$ cat config.mk
export PLATFORM = sky130hd
export DESIGN_NAME = sd_spi_master
export DESIGN_NICKNAME = d
export VERILOG_FILES = /design/src/rtl/sd_spi_master.sv
export SDC_FILE = /design/constraint.sdc
export NUM_CORES = 1
export LEC_CHECK = 0
export CAP_MARGIN = 15
export CORE_MARGIN = 2
export CORE_UTILIZATION = 40
export DETAILED_ROUTE_END_ITERATION = 8
export SETUP_SLACK_MARGIN = 0.4
export SKIP_LAST_GASP = 1
export SLEW_MARGIN = 25
export SYNTH_ARGS = -nofsm -noshare
export SYNTH_HDL_FRONTEND = slang
export SYNTH_SLANG_ARGS = --single-unit
$ cat constraint.sdc
create_clock -name clk_sys -period 4.4 [get_ports clk_sys]
set_clock_uncertainty 0.1 [all_clocks]
set_input_delay 0.44 -clock clk_sys [delete_from_list [all_inputs] [get_ports clk_sys]]
set_output_delay 0.44 -clock clk_sys [all_outputs]
set_load 0.05 [all_outputs]
$ cat src/rtl/sd_spi_master.sv
// SPI mode-0 byte host for the SD-card link: SCK generation, chip select, MISO sampling.
// Optional post-reset card wake-up clocks are compiled in with `SD_SPI_INIT_CLOCKS_EN.
module sd_spi_master #(
    parameter int DIV_W = 8
`ifdef SD_SPI_INIT_CLOCKS_EN
    , parameter int INIT_CLKS = 80
`endif
) (
    input  logic             clk_sys,
    input  logic             reset,
    input  logic [DIV_W-1:0] clk_div,
    input  logic             cs_req,
    input  logic [7:0]       tx_data,
    input  logic             tx_valid,
    output logic             tx_ready,
    output logic [7:0]       rx_data,
    output logic             rx_valid,
    output logic             busy,
    output logic             sd_sck,
    output logic             sd_cs,
    output logic             sd_sdi,
    input  logic             sd_sdo
);

    typedef enum logic [2:0] {
        IDLE     = 3'd0,
        SHIFT_HI = 3'd1,
        SHIFT_LO = 3'd2,
        DONE     = 3'd3
`ifdef SD_SPI_INIT_CLOCKS_EN
        , INIT   = 3'd4
`endif
    } state_t;

    localparam logic [DIV_W-1:0] DIV_ONE = {{(DIV_W-1){1'b0}}, 1'b1};

`ifdef SD_SPI_INIT_CLOCKS_EN
    localparam int INIT_W = (INIT_CLKS > 1) ? $clog2(INIT_CLKS) : 1;
    localparam logic [INIT_W-1:0] INIT_LAST = INIT_W'(INIT_CLKS - 1);
    localparam logic [INIT_W-1:0] INIT_ONE  = INIT_W'(1);
    logic [INIT_W-1:0] init_cnt_q, init_cnt_d;
`endif

    state_t           state_q, state_d;
    logic [DIV_W-1:0] half_cnt_q, half_cnt_d;
    logic [DIV_W-1:0] div_q, div_d;
    logic [2:0]       bit_cnt_q, bit_cnt_d;
    logic [6:0]       tx_sr_q, tx_sr_d;
    logic [6:0]       rx_sr_q, rx_sr_d;
    logic             sd_sck_q, sd_sck_d;
    logic             sd_cs_q, sd_cs_d;
    logic             sd_sdi_q, sd_sdi_d;
    logic [7:0]       rx_data_q, rx_data_d;
    logic             rx_valid_q, rx_valid_d;
    logic             tx_ready_q, tx_ready_d;
    logic             busy_q, busy_d;

    always_comb begin
        state_d    = state_q;
        half_cnt_d = half_cnt_q;
        div_d      = div_q;
        bit_cnt_d  = bit_cnt_q;
        tx_sr_d    = tx_sr_q;
        rx_sr_d    = rx_sr_q;
        sd_sck_d   = sd_sck_q;
        sd_cs_d    = sd_cs_q;
        sd_sdi_d   = sd_sdi_q;
        rx_data_d  = rx_data_q;
        rx_valid_d = 1'b0;
`ifdef SD_SPI_INIT_CLOCKS_EN
        init_cnt_d = init_cnt_q;
`endif

        case (state_q)
            IDLE: begin
                sd_cs_d = ~cs_req;
                // Bit 7 goes out at accept so the first low phase doubles as MOSI setup.
                if (tx_valid && tx_ready_q) begin
                    state_d    = SHIFT_LO;
                    div_d      = clk_div;
                    half_cnt_d = clk_div;
                    tx_sr_d    = tx_data[6:0];
                    sd_sdi_d   = tx_data[7];
                    bit_cnt_d  = 3'd7;
                end
            end
            SHIFT_LO: begin
                if (half_cnt_q == '0) begin
                    state_d    = SHIFT_HI;
                    half_cnt_d = div_q;
                    sd_sck_d   = 1'b1;
                end else begin
                    half_cnt_d = half_cnt_q - DIV_ONE;
                end
            end
            SHIFT_HI: begin
                if (half_cnt_q == '0) begin
                    rx_sr_d    = {rx_sr_q[5:0], sd_sdo};
                    sd_sck_d   = 1'b0;
                    half_cnt_d = div_q;
                    if (bit_cnt_q == 3'd0) begin
                        state_d    = DONE;
                        rx_valid_d = 1'b1;
                        rx_data_d  = {rx_sr_q, sd_sdo};
                        sd_sdi_d   = 1'b1;
                    end else begin
                        state_d   = SHIFT_LO;
                        bit_cnt_d = bit_cnt_q - 3'd1;
                        sd_sdi_d  = tx_sr_q[6];
                        tx_sr_d   = {tx_sr_q[5:0], 1'b0};
                    end
                end else begin
                    half_cnt_d = half_cnt_q - DIV_ONE;
                end
            end
            DONE: begin
                state_d = IDLE;
            end
`ifdef SD_SPI_INIT_CLOCKS_EN
            INIT: begin
                sd_cs_d  = 1'b1;
                sd_sdi_d = 1'b1;
                if (half_cnt_q == '0) begin
                    half_cnt_d = div_q;
                    if (sd_sck_q) begin
                        sd_sck_d = 1'b0;
                        if (init_cnt_q == INIT_LAST) begin
                            state_d = IDLE;
                        end else begin
                            init_cnt_d = init_cnt_q + INIT_ONE;
                        end
                    end else begin
                        sd_sck_d = 1'b1;
                    end
                end else begin
                    half_cnt_d = half_cnt_q - DIV_ONE;
                end
            end
`endif
            default: begin
                state_d = IDLE;
            end
        endcase

        tx_ready_d = (state_d == IDLE);
        busy_d     = (state_d != IDLE);
    end

    always_ff @(posedge clk_sys) begin
        if (reset) begin
`ifdef SD_SPI_INIT_CLOCKS_EN
            state_q    <= INIT;
            half_cnt_q <= clk_div;
            div_q      <= clk_div;
            init_cnt_q <= '0;
`else
            state_q    <= IDLE;
            half_cnt_q <= '0;
            div_q      <= '0;
`endif
            bit_cnt_q  <= 3'd0;
            tx_sr_q    <= 7'd0;
            rx_sr_q    <= 7'd0;
            sd_sck_q   <= 1'b0;
            sd_cs_q    <= 1'b1;
            sd_sdi_q   <= 1'b1;
            rx_data_q  <= 8'h00;
            rx_valid_q <= 1'b0;
            tx_ready_q <= 1'b0;
            busy_q     <= 1'b0;
        end else begin
            state_q    <= state_d;
            half_cnt_q <= half_cnt_d;
            div_q      <= div_d;
`ifdef SD_SPI_INIT_CLOCKS_EN
            init_cnt_q <= init_cnt_d;
`endif
            bit_cnt_q  <= bit_cnt_d;
            tx_sr_q    <= tx_sr_d;
            rx_sr_q    <= rx_sr_d;
            sd_sck_q   <= sd_sck_d;
            sd_cs_q    <= sd_cs_d;
            sd_sdi_q   <= sd_sdi_d;
            rx_data_q  <= rx_data_d;
            rx_valid_q <= rx_valid_d;
            tx_ready_q <= tx_ready_d;
            busy_q     <= busy_d;
        end
    end

    assign tx_ready = tx_ready_q;
    assign rx_data  = rx_data_q;
    assign rx_valid = rx_valid_q;
    assign busy     = busy_q;
    assign sd_sck   = sd_sck_q;
    assign sd_cs    = sd_cs_q;
    assign sd_sdi   = sd_sdi_q;

endmodule

==> results.cfg <==
[drt]
drtAntennaViolNets = 0
first_pass_iters = 4
wl_um = 4920
route.detailed.drc = 0
post_drt_wl_per_cell_um = 13.7
drt_iter0_markers = 114
num_vias = 1894
via_per_inst = 5.28

[synth]
yosysUniqueCellTypes = 50
synth-edff-count = 0
ys_seq_area_share_pct = 43.6
syn_inst = 260
synthXorXnorAreaFrac_pct = 0.382
syn_area_um2 = 2290
synth_async_sr_flop_share_pct = 0
syn_avg_cell_area_um2 = 8.82
syn-num-nets = 284
synth_warnings = 0
synth_compound_area_share_pct = 18.3
yosys.area_share.simple_pct = 20.8
ys_ff_latch = 50
muxShareOfSynthArea_pct = 10.1
synth_fa_ha_area_share_pct = 1.64
synth_top_family_by_area = simple AND/OR/NAND/NOR gates
synth_ff_type = dfxtp_1

[die]
ios = 35
die_area_um2 = 6360
core_um2 = 5510
rows = 27
chipHeight_um = 79.7
die_w_um = 79.7
start_util_pct = 41.6

[global_routing]
met2_usage_pct = 26.9
grt_pass1_wl_um = 8680
grtUsageMet1_pct = 23.7
grt-ovfl-total = 0
grt_antenna_before_repair = 0
track_usage_pct = 17.2
grt_pass1_vias = 1837
top_usage_layer = met2
grt_max_degree = 41
grt_use_met3_pct = 3.39

[power]
power_uw = 975
ir_worst_vdd_mv = 0.220
total_leakage_power_uw = 0.00116
power_density_nw_per_um2 = 351

[sta]
setup_viol_count_final = 0
max_clock_freq_ghz = 0.382
period_share_pct = 59.6
tightestPinTransition_ns = 0.724
period_needed_ns = 2.62
rsz0062_at_grt = no
hold-worst-slack_ns = 0.365
finalHoldViolations = 0
maxSlewViolCount = 0
slew-limit-headroom_pct = 51.7
fin_tns_setup_ns = 0

[cells_and_area]
fin_cells = 359
final_area_um2 = 2780
multi_input_area_um2 = 1180
diodes = 0
final_cell_mix = 50 x dfxtp_1, 34 x clkdlybuf4s50_1, 29 x nor2_1
regArea_um2 = 1000
n_fill_cell = 524
area_growth_pct = 21.2
nNetsFinal = 310
drive_above_1_share_pct = 5.92
final_common_cell = dfxtp_1

[clock_network]
cts_buffers = 5
clk_path_buf_depth = 2
clk_pin_slew_ns = 0.10
cts_root_buf = clkbuf_8
cts_max_level = 2
cts_resized = 0
postCtsSetupBuffers = 0
cts_tree = done
clock_sinks = 50
clkLatencyLatePin_ns = 0.31
hold_buffers = 0

[worst_setup_path]
worstPathRequired_ns = 4.51
endpoint_kind = flop
worstPathMaxFanout = 13
cp_data_arrival_time_ns = 2.73
worstSetupPathType = flop to flop
cp-start-kind = flop

[worst_hold_path]
hp-class = flop to flop

[status]
status = finished, final reports clean

[place]
gp_congestion = 0.845
io_buffers = 34
dp_hpwl_um = 3370
dpl_cell_area_um2 = 2660
place_inst = 351

[run]
cap_violations = 0
## where the power goes
part,switching (uW),internal [uW],total [uW]
sequential,15.7,469,485
clock,162,172,334
combinational,89.1,67.1,156
## state kept, by name, summed over array words and instances (netlist names), 3 cells and up
| name | count |
|---|---|
| div_q | 8 |
| half_cnt_q | 8 |
| rx_data | 8 |
| rx_sr_q | 7 |
| tx_sr_q | 7 |
| bit_cnt_q | 3 |
| state_q | 3 |
## stage by stage
step | worst slack [ns] | util [%]
floorplan | 2.15 | -
global placement | 1.88 | 48.4
detailed placement | 1.79 | 48.4
CTS | 1.79 | 50.5
global route | 1.54 | 50.5
finish | 1.78 | 50.5
## routing by layer
metal / part of all wire (%) / wire length, um / up-vias
met5: 0 / 0 / -
met1: 51 / 2520 / 874
met4: 1.2 / 61 / 0
li1: - / - / 988
met2: 44 / 2180 / 25
met3: 3.1 / 151 / 7
## final timing paths
kind	slack [ns]	start	end	cells past startpoint
worst max-delay path	1.78	half_cnt_q[0]	tx_sr_q[0]	6
worst min-delay path	0.37	div_q[5]	div_q[5]	2
worst max register to register	1.78	half_cnt_q[0]	tx_sr_q[0]	6
worst min register to register	0.37	div_q[5]	div_q[5]	2
## logic make-up after synthesis
| kind of cell | Yosys count |
|---|---|
| adders and majority gates | 3 |
| DFF | 50 |
| other | 1 |
| AOI/OAI and AO/OA | 62 |
| and+or+nand+nor | 93 |
| xor gates and xnor gates | 1 |
| muxes | 23 |
| buffers and inverters | 27 |
## cell usage after synthesis, types with 4 or more instances
library cell,number,area (um2)
nand2_1,24,90.1
o311a_1,5,50.1
inv_1,10,37.5
nor3_1,9,45.0
and3_1,4,25.0
a21oi_1,20,100
or3_1,5,31.3
nor2_1,29,109
o21ai_0,12,60.1
dfxtp_1,50,1000
mux2i_1,21,210
clkbuf_1,10,37.5
a211oi_1,4,30.0
## final cells by class
cell class / instances / area share (%)
clock buffer: 5 / 2.48
inverter: 10 / 1.35
tap: 72 / 3.24
multi-input combinational: 183 / 42.4
clock inverter: 3 / 1.71
timing repair buffer: 36 / 12.8
sequential: 50 / 36.0
## critical path: stages, from the launching register on
cell     delay [ns]
dfxtp_1        0.37
inv_1          0.07
ha_1           0.27
or4b_1         0.64
nor4_4         0.65
nor2_1         0.16
a31o_2         0.27
Power figures use the tool's default switching activity.
